<file path="config.mk">
export PLATFORM = sky130hd
export DESIGN_NAME = bsg_chip_io_link_mux
export DESIGN_NICKNAME = d
export VERILOG_FILES = /design/src/rtl/bsg_chip_io_link_mux.sv
export SDC_FILE = /design/constraint.sdc
export NUM_CORES = 1
export LEC_CHECK = 0
export ABC_AREA = 1
export CORE_AREA = 3 3 511 513
export CTS_CLUSTER_DIAMETER = 120
export DETAILED_ROUTE_END_ITERATION = 7
export DIE_AREA = 0 0 514 516
export DONT_BUFFER_PORTS = 1
export PLACE_DENSITY = 0.3
export SLEW_MARGIN = 15
export SYNTH_ARGS = -nofsm -noshare
export SYNTH_HDL_FRONTEND = slang
export SYNTH_SLANG_ARGS = --single-unit
</file>
<file path="constraint.sdc">
create_clock -name clk_i -period 5.8 [get_ports clk_i]
set_input_delay 1.16 -clock clk_i [delete_from_list [all_inputs] [get_ports clk_i]]
set_output_delay 1.16 -clock clk_i [all_outputs]
set_load 0.02 [all_outputs]
</file>
<file path="src/rtl/bsg_chip_io_link_mux.sv">
// bsg_chip_io_link_mux
//
// Merges num_ch_p BedRock I/O source channels onto one mem_fwd link and
// routes the mem_rev responses back to their originating channel.
// Messages are granted whole in round-robin order. Each grant records
// its channel index in an in-order tracking FIFO. The head of that FIFO
// steers the reverse beats, and a response's last beat retires the entry.
//
// FSM states:
//   state  | meaning
//   -------+-----------------------------------------------------------
//   e_idle | no message in flight; arbitrate, outputs quiet (bubble)
//   e_busy | granted channel passes straight through to mem_fwd
//
// Ports:
//   clk_i, reset_n_i              clock, async active-low reset
//   fwd_*_i / fwd_ready_and_o     per-channel forward requests
//   mem_fwd_*_o / _ready_and_i    merged forward link
//   mem_rev_*_i / _ready_and_o    merged reverse link
//   rev_*_o / rev_ready_and_i     per-channel reverse responses
//   outstanding_o                 in-flight request count

module bsg_chip_io_link_mux #(
    parameter int num_ch_p     = 4,
    parameter int hdr_width_p  = 64,
    parameter int data_width_p = 64,
    parameter int track_els_p  = 8,
    localparam int ch_w_lp     = $clog2(num_ch_p),
    localparam int cnt_w_lp    = $clog2(track_els_p + 1),
    localparam int ptr_w_lp    = $clog2(track_els_p)
) (
    input  logic                                   clk_i,
    input  logic                                   reset_n_i,

    input  logic [num_ch_p-1:0][hdr_width_p-1:0]   fwd_header_i,
    input  logic [num_ch_p-1:0][data_width_p-1:0]  fwd_data_i,
    input  logic [num_ch_p-1:0]                    fwd_v_i,
    input  logic [num_ch_p-1:0]                    fwd_last_i,
    output logic [num_ch_p-1:0]                    fwd_ready_and_o,

    output logic [hdr_width_p-1:0]                 mem_fwd_header_o,
    output logic [data_width_p-1:0]                mem_fwd_data_o,
    output logic                                   mem_fwd_v_o,
    output logic                                   mem_fwd_last_o,
    input  logic                                   mem_fwd_ready_and_i,

    input  logic [hdr_width_p-1:0]                 mem_rev_header_i,
    input  logic [data_width_p-1:0]                mem_rev_data_i,
    input  logic                                   mem_rev_v_i,
    input  logic                                   mem_rev_last_i,
    output logic                                   mem_rev_ready_and_o,

    output logic [num_ch_p-1:0][hdr_width_p-1:0]   rev_header_o,
    output logic [num_ch_p-1:0][data_width_p-1:0]  rev_data_o,
    output logic [num_ch_p-1:0]                    rev_v_o,
    output logic [num_ch_p-1:0]                    rev_last_o,
    input  logic [num_ch_p-1:0]                    rev_ready_and_i,

    output logic [cnt_w_lp-1:0]                    outstanding_o
);

    typedef enum logic {e_idle, e_busy} state_e;

    state_e                state_r, state_n;
    logic [ch_w_lp-1:0]    grant_r, grant_n;
    logic [ch_w_lp-1:0]    rr_ptr_r, rr_ptr_n;
    logic [ch_w_lp-1:0]    arb_idx;
    logic                  arb_found;

    logic [ch_w_lp-1:0]    track_mem [track_els_p];
    logic [ptr_w_lp-1:0]   wr_ptr_r, rd_ptr_r;
    logic [cnt_w_lp-1:0]   count_r;
    logic [ch_w_lp-1:0]    head;
    logic                  full, empty, push, pop, fwd_accept;

    assign full  = (count_r == cnt_w_lp'(track_els_p));
    assign empty = (count_r == '0);
    assign head  = track_mem[rd_ptr_r];

    // First requester at or after the round-robin pointer, wrapping.
    always_comb begin
        int                 idx;
        logic [ch_w_lp-1:0] cand;
        idx       = 0;
        cand      = '0;
        arb_found = 1'b0;
        arb_idx   = '0;
        for (int i = 0; i < num_ch_p; i++) begin
            idx = int'(rr_ptr_r) + i;
            if (idx >= num_ch_p) idx = idx - num_ch_p;
            cand = ch_w_lp'(idx);
            if (!arb_found && fwd_v_i[cand]) begin
                arb_found = 1'b1;
                arb_idx   = cand;
            end
        end
    end

    assign push       = (state_r == e_idle) && arb_found && !full;
    assign fwd_accept = (state_r == e_busy) && fwd_v_i[grant_r] && mem_fwd_ready_and_i;
    assign pop        = !empty && mem_rev_v_i && rev_ready_and_i[head] && mem_rev_last_i;

    always_comb begin
        state_n         = state_r;
        grant_n         = grant_r;
        rr_ptr_n        = rr_ptr_r;
        mem_fwd_v_o     = 1'b0;
        fwd_ready_and_o = '0;
        case (state_r)
            e_idle: begin
                if (push) begin
                    grant_n = arb_idx;
                    state_n = e_busy;
                end
            end
            e_busy: begin
                mem_fwd_v_o              = fwd_v_i[grant_r];
                fwd_ready_and_o[grant_r] = mem_fwd_ready_and_i;
                if (fwd_accept && fwd_last_i[grant_r]) begin
                    state_n  = e_idle;
                    rr_ptr_n = (grant_r == ch_w_lp'(num_ch_p - 1)) ? '0 : grant_r + ch_w_lp'(1);
                end
            end
            default: state_n = e_idle;
        endcase
    end

    // Payload follows the grant; only mem_fwd_v_o qualifies it.
    assign mem_fwd_header_o = fwd_header_i[grant_r];
    assign mem_fwd_data_o   = fwd_data_i[grant_r];
    assign mem_fwd_last_o   = fwd_last_i[grant_r];

    always_ff @(posedge clk_i or negedge reset_n_i) begin
        if (!reset_n_i) begin
            state_r  <= e_idle;
            grant_r  <= '0;
            rr_ptr_r <= '0;
            wr_ptr_r <= '0;
            rd_ptr_r <= '0;
            count_r  <= '0;
        end else begin
            state_r  <= state_n;
            grant_r  <= grant_n;
            rr_ptr_r <= rr_ptr_n;
            if (push) wr_ptr_r <= wr_ptr_r + ptr_w_lp'(1);
            if (pop)  rd_ptr_r <= rd_ptr_r + ptr_w_lp'(1);
            case ({push, pop})
                2'b10:   count_r <= count_r + cnt_w_lp'(1);
                2'b01:   count_r <= count_r - cnt_w_lp'(1);
                default: count_r <= count_r;
            endcase
        end
    end

    // Entry contents need no reset; validity lives in the pointers/count.
    always_ff @(posedge clk_i) begin
        if (push) track_mem[wr_ptr_r] <= arb_idx;
    end

    // Responses stall, never drop, when nothing is outstanding.
    always_comb begin
        rev_v_o             = '0;
        mem_rev_ready_and_o = 1'b0;
        if (!empty) begin
            rev_v_o[head]       = mem_rev_v_i;
            mem_rev_ready_and_o = rev_ready_and_i[head];
        end
    end

    assign rev_header_o  = {num_ch_p{mem_rev_header_i}};
    assign rev_data_o    = {num_ch_p{mem_rev_data_i}};
    assign rev_last_o    = {num_ch_p{mem_rev_last_i}};
    assign outstanding_o = count_r;

endmodule

</file>
# Yosys cells after proc, flatten, opt, wreduce, memory -nomap -nowiden
# Memory sizes are Yosys's and may differ from the RTL's.
# Index checks and enable logic that the tools add are counted.
# totals
ff_bits	15
ram_bits	16
inputBits	657
out_inout_bits	659
elab_cells	104
mem_count	1
# classes
n_addsub	12
magnitude_cmp	12
eq_ne	4
n_mux	44
n_bitwise	3
n_reduce_logical	22
# memory_table
name	depth	width	rd	rd_ports_with_merged_regs	wr	line	source
track_mem	8	2	1	0	1	70	logic [ch_w_lp-1:0] track_mem [track_els_p];
# ops
cell	n
64-bit binary-select mux with 2-bit select	2
64-bit 2-to-1 mux	2
2-bit by 3-bit less-than comparator with 1-bit output (second input constant)	6
1-bit 2-to-1 mux	18
2-bit 2-to-1 mux	9
1-bit binary-select mux with 2-bit select	7
1-bit logical AND	13
3-bit >= comparator (second input constant)	3
4-bit AND	2
4-bit 2-to-1 mux	2
4-bit one-hot mux with 2 select lines	1
2-bit by 1-bit subtractor with 2-bit output (second input constant)	4
2-bit by 2-bit adder with 3-bit output (second input constant)	2
3-bit by 1-bit adder with 3-bit output (second input constant)	2
1-bit zero test	5
4-bit by 1-bit adder with 4-bit output (second input constant)	1
1-bit demux with 2-bit select	2
2-bit equality test (second input constant)	2
4-bit equality test (second input constant)	1
2-bit by 1-bit >= comparator with 1-bit output (second input constant)	2
4-bit zero test	1
2-bit AND reduction	2
4-bit by 1-bit subtractor with 4-bit output (second input constant)	1
2-bit by 1-bit adder with 3-bit output (second input constant)	1
6 further kinds	6

# Longest topological paths before layout
# logic_depth
word_depth	18
ltp_mapped	21
depth_no_buf	20

# Least setup slack after synthesis
# Ideal clock, no wire load.
# synth_timing
path_type	input -> register
startpoint	input fwd_v_i[2]
endpoint	register count_r[3], in the netlist outstanding_o[3]
setup_time_ns	0.122
t_arrival_ns	2.975
t_required_ns	5.678
slack_ns	2.703
path_stages	14
n_path_buf	0
path_cell_list	inv_1 -> o21ai_0 -> o21ai_0 -> nand3_2 -> nand2_4 -> ha_1 -> ha_1 -> nand2_1 -> nor2_1 -> a211oi_1 -> nor2_1 -> nor2_1 -> nand2_1 -> xor2_1
# synth_between
elab_chain_len	16
elab_cells_between_ends	24
classes_between	eq/ne: 2; mux: 13; reduce/logical: 9
# synth_rtl
element	line	source
from (decl)	37	input logic [num_ch_p-1:0] fwd_v_i,
1-bit binary-select mux with 2-bit select	92	if (!arb_found && fwd_v_i[cand]) begin
1-bit 2-to-1 mux (not written as such)	92	
1-bit 2-to-1 mux	92	
1-bit zero test	92	
1-bit logical AND	92	
1-bit 2-to-1 mux	92	
1-bit zero test	92	
1-bit logical AND	92	
1-bit 2-to-1 mux	92	
1-bit zero test	92	
1-bit logical AND	92	
1-bit 2-to-1 mux (*)	92	
1-bit logical AND (*) (2 in a row)	99	assign push = (state_r == e_idle) && arb_found && !full;
2-bit by 1-bit equality test with 1-bit output or 2-bit equality test (tied branches)	147	case ({push, pop})
4-bit one-hot mux with 2 select lines or 2-bit nonzero test (tied branches)	--	
to (signal assigned)	148	2'b10: count_r <= count_r + cnt_w_lp'(1);
to (signal assigned)	149	2'b01: count_r <= count_r - cnt_w_lp'(1);
to (signal assigned)	150	default: count_r <= count_r;
to (decl)	72	logic [cnt_w_lp-1:0] count_r;
# Mark *: on every way between the ends. The rest lies on a longest branch, timed or not. The select of a mux whose other input is x is not followed.
# A chain may end at the register's enable or synchronous reset.

# Final worst setup path
# layout_timing
startpoint	register grant_r[1]
endpoint	output mem_fwd_header_o[30]
# layout_between
elab_chain_len	2
# layout_rtl
element	line	source
from (decl)	65	logic [ch_w_lp-1:0] grant_r, grant_n;
from (signal assigned)	143	grant_r <= grant_n;
64-bit binary-select mux with 2-bit select	129	assign mem_fwd_header_o = fwd_header_i[grant_r];
64-bit 2-to-1 mux (not written as such)	129	
to (decl)	41	output logic [hdr_width_p-1:0] mem_fwd_header_o,
# No other way between the ends. The select of a mux whose other input is x is not followed.

==> impl_results.md <==
- Outcome: complete, no violations
- Vias in the first global route: 7872
- Vias: 8544
- Final Hold Viols: 0
- TritonCTS Sinks: 31
- Post-route minimum period: 4290 ps
- Clock skew: 9.28 ps
- Cells after synthesis: 1490
- Share of layout cells above drive strength 1: 13.2%
- Register area share after synthesis: 9.34%
- Top layer reached by signal wires: met5
- Die height: 516 um
- Initial antenna violation count: 73
- Via density per instance: 1.97
- Max Cap Violations: 0
- Placed insts: 4308
- Synth top area cells: buf_4 42%, o21ai_0 15%, nor2_1 12%
- Setup TNS: 0 ps
- Root Buffer: clkbuf_16
- Worst Path Arrival: 3130 ps
- Synth Flop Type: edfxtp_1
- # DRC: 0
- Setup violators final: 0
- Flops & latches, synth: 31
- Cts hold-fix bufs: 0
- Post-CTS Setup Inserts: 0
- Cts bufs inserted: 5
- Syn. warnings: 0
- Buf/Inv on CP: 2
- Worst setup path class: reg -> out
- Top cell type by total area after synthesis: buf_4
- Row cnt: 186
- CORE AREA: 0.257 mm2
- M1 WL: 30400 um
- Final Cycle Share: 74.0%
- Unrepaired setup endpoints after global routing: no
- Global-route wire length before repair: 139000 um
- Largest net degree at the start of global routing: 158
- Leak pwr: 2.40 nW
- H-tree Lvls: 2
- CP Launch Type: register
- WP data required: 4640 ps
- Die Wd: 514 um
- HP Class: reg -> reg
- Area grow syn2layout: 10.3%
- Syn_area_per_cell: 6.15 um2
- Layout filler cell count: 30.6k
- Clk buf depth: 2
- Critical Path End Type: output port
- Most frequent cells after synthesis: 517 x buf_4, 282 x nor2_1, 266 x o21ai_0
- Initial core utilization: 3.57%
- Gr ovfl total: 0
- CP max-delay cell: o22ai_1
- Relative slew slack: 26.0%
- Clock-pin transition on the worst setup and hold timing paths: 60 ps
- Top cell type's share of synthesized area: 42.4%
- Syn Std Cell Area: 0.00916 mm2
- HPWL Detailed: 113000 um
- Layout Nets: 1598
- CTS resizes: 0
- Worst skew pair latency: 290 ps
- Post-synth EDFFs: 16
- CTS tree: built
- FMAX: 233 MHz
- Die area: 0.265 mm2
- Power Density: 646 mW/mm2
- Yosys cell types: 33
- Top-count cell post-synth: buf_4
- Global Route Usage Sum: 8.67%
- CP peak stage delay: 830 ps
- RePlAce Congestion: 0.894
- WL/cell: 28.4 um
- DRT iter0 DRCs: 916
- Post-synth ARST share: 48.4%
- Post-route ant nets: 0
- Top Ports: 1316
- Peak fanout along the critical path: 77
- CP delay by family, top: compound AO/OA/AOI/OAI gates
- Slew Limit Fails: 0
- Count of input and output buffers: 0
- Drt first pass iters: 5
- Met2 wire length: 57300 um
- Met3 WL post-DR: 28000 um
- Finished Layout Cells: 4334
- Syn nets: 2157
- Post-layout util: 3.94%
- DRT Wirelength: 123000 um
- Cells along the critical path: inv_6 -> buf_12 -> o21ai_0 -> o22ai_1
- Worst-Margin Slew: 1100 ps
- Peak VDD IR: 0.222 mV
cell type report:
type	instances	area, um2	area share, %
multi-input cells	817	4350	43.0
well taps	3384	4230	41.9
flip-flops and latches	31	863	8.54
repair buffers	38	314	3.11
inverters	38	155	1.53
clock buffers	7	143	1.41
diodes	18	45.0	0.446
clock inverters	1	5.00	0.0495
state kept, by name, summed over array words and instances, names as in the netlist:
register,count
grant_r,2
state_r,1
wr_ptr_r,3
track_mem,16
outstanding_o,4
rd_ptr_r,3
rr_ptr_r,2
layout by cell type, fill, tap and decap left out, types with 3 or more instances in the layout:
cell	instances
a21oi_1	4
buf_4	35
clkbuf_16	5
dfrtp_1	13
diode_2	18
edfxtp_1	16
ha_1	9
inv_1	33
inv_2	3
nand2_1	74
nand3_1	20
nand4_1	3
nor2_1	282
nor3_1	3
o21ai_0	266
o21ai_1	5
o22ai_1	67
o22ai_2	61
xor2_1	3
cells by family after synthesis:
logic type	share of synthesized area, %
flip-flops	9.34
XOR/XNOR	0.478
AO/OA/AOI/OAI	24.4
AND/OR/NAND/NOR	16.8
adder cells (fa/ha/maj)	1.45
buffers and inverters	47.5
worst reg2reg max path, cell delays in order, from the launching register on:
cell and delay, ps:
dfrtp_1 560, inv_1 110, a31oi_1 840, nand2_4 230, ha_1 320, ha_1 330, nand2_1 80, nor2_1 40
a211oi_1 240, nor2_1 100, nor2_1 100, nand2_1 70, xor2_1 140
stage by stage:
| step | power (mW) | hold WS (ps) | area [um2] | setup WS [ps] |
|---|---|---|---|---|
| 3_3_place_gp | 6.62 | 521 | 9900 | 1540 |
| 4_1_cts | 6.93 | 519 | 10100 | 1490 |
| 3_5_place_dp | 6.63 | 507 | 9910 | 1820 |
| 2_1_floorplan | 3.68 | 482 | 9160 | 2700 |
| 5_1_grt | 7.22 | 540 | 10100 | 1390 |
| 6_report | 6.53 | 513 | 10100 | 1510 |
final timing paths:
path                                              start                            to  slack [ps]  cells after the start
max in group asynchronous                     reset_n_i        grant_r[1]$_DFFE_PN0P_        5140                      0
setup reg to reg           outstanding_o[2]$_DFFE_PN0P_  outstanding_o[3]$_DFFE_PN0P_        2530                     12
hold / removal                  wr_ptr_r[2]$_DFFE_PN0P_       wr_ptr_r[2]$_DFFE_PN0P_         510                      2
hold reg to reg                 wr_ptr_r[2]$_DFFE_PN0P_       wr_ptr_r[2]$_DFFE_PN0P_         510                      2
min in group asynchronous                     reset_n_i        grant_r[0]$_DFFE_PN0P_         570                      0
setup / recovery                 grant_r[1]$_DFFE_PN0P_          mem_fwd_header_o[30]        1510                      4
where the power goes:
part	internal (mW)	total [mW]	switching, mW
registers	0.339	0.516	0.177
clock network	0.170	0.271	0.101
logic	1.05	5.74	4.69
total	1.56	6.53	4.97
per-layer routing:
layer  vias up  global-route usage [%]
met5         -                  0.0541
met4        14                    4.12
met3       417                    8.72
met2       953                    14.4
met1      3819                    6.47
li1       3341                       -
Power figures use the tool's default switching activity.
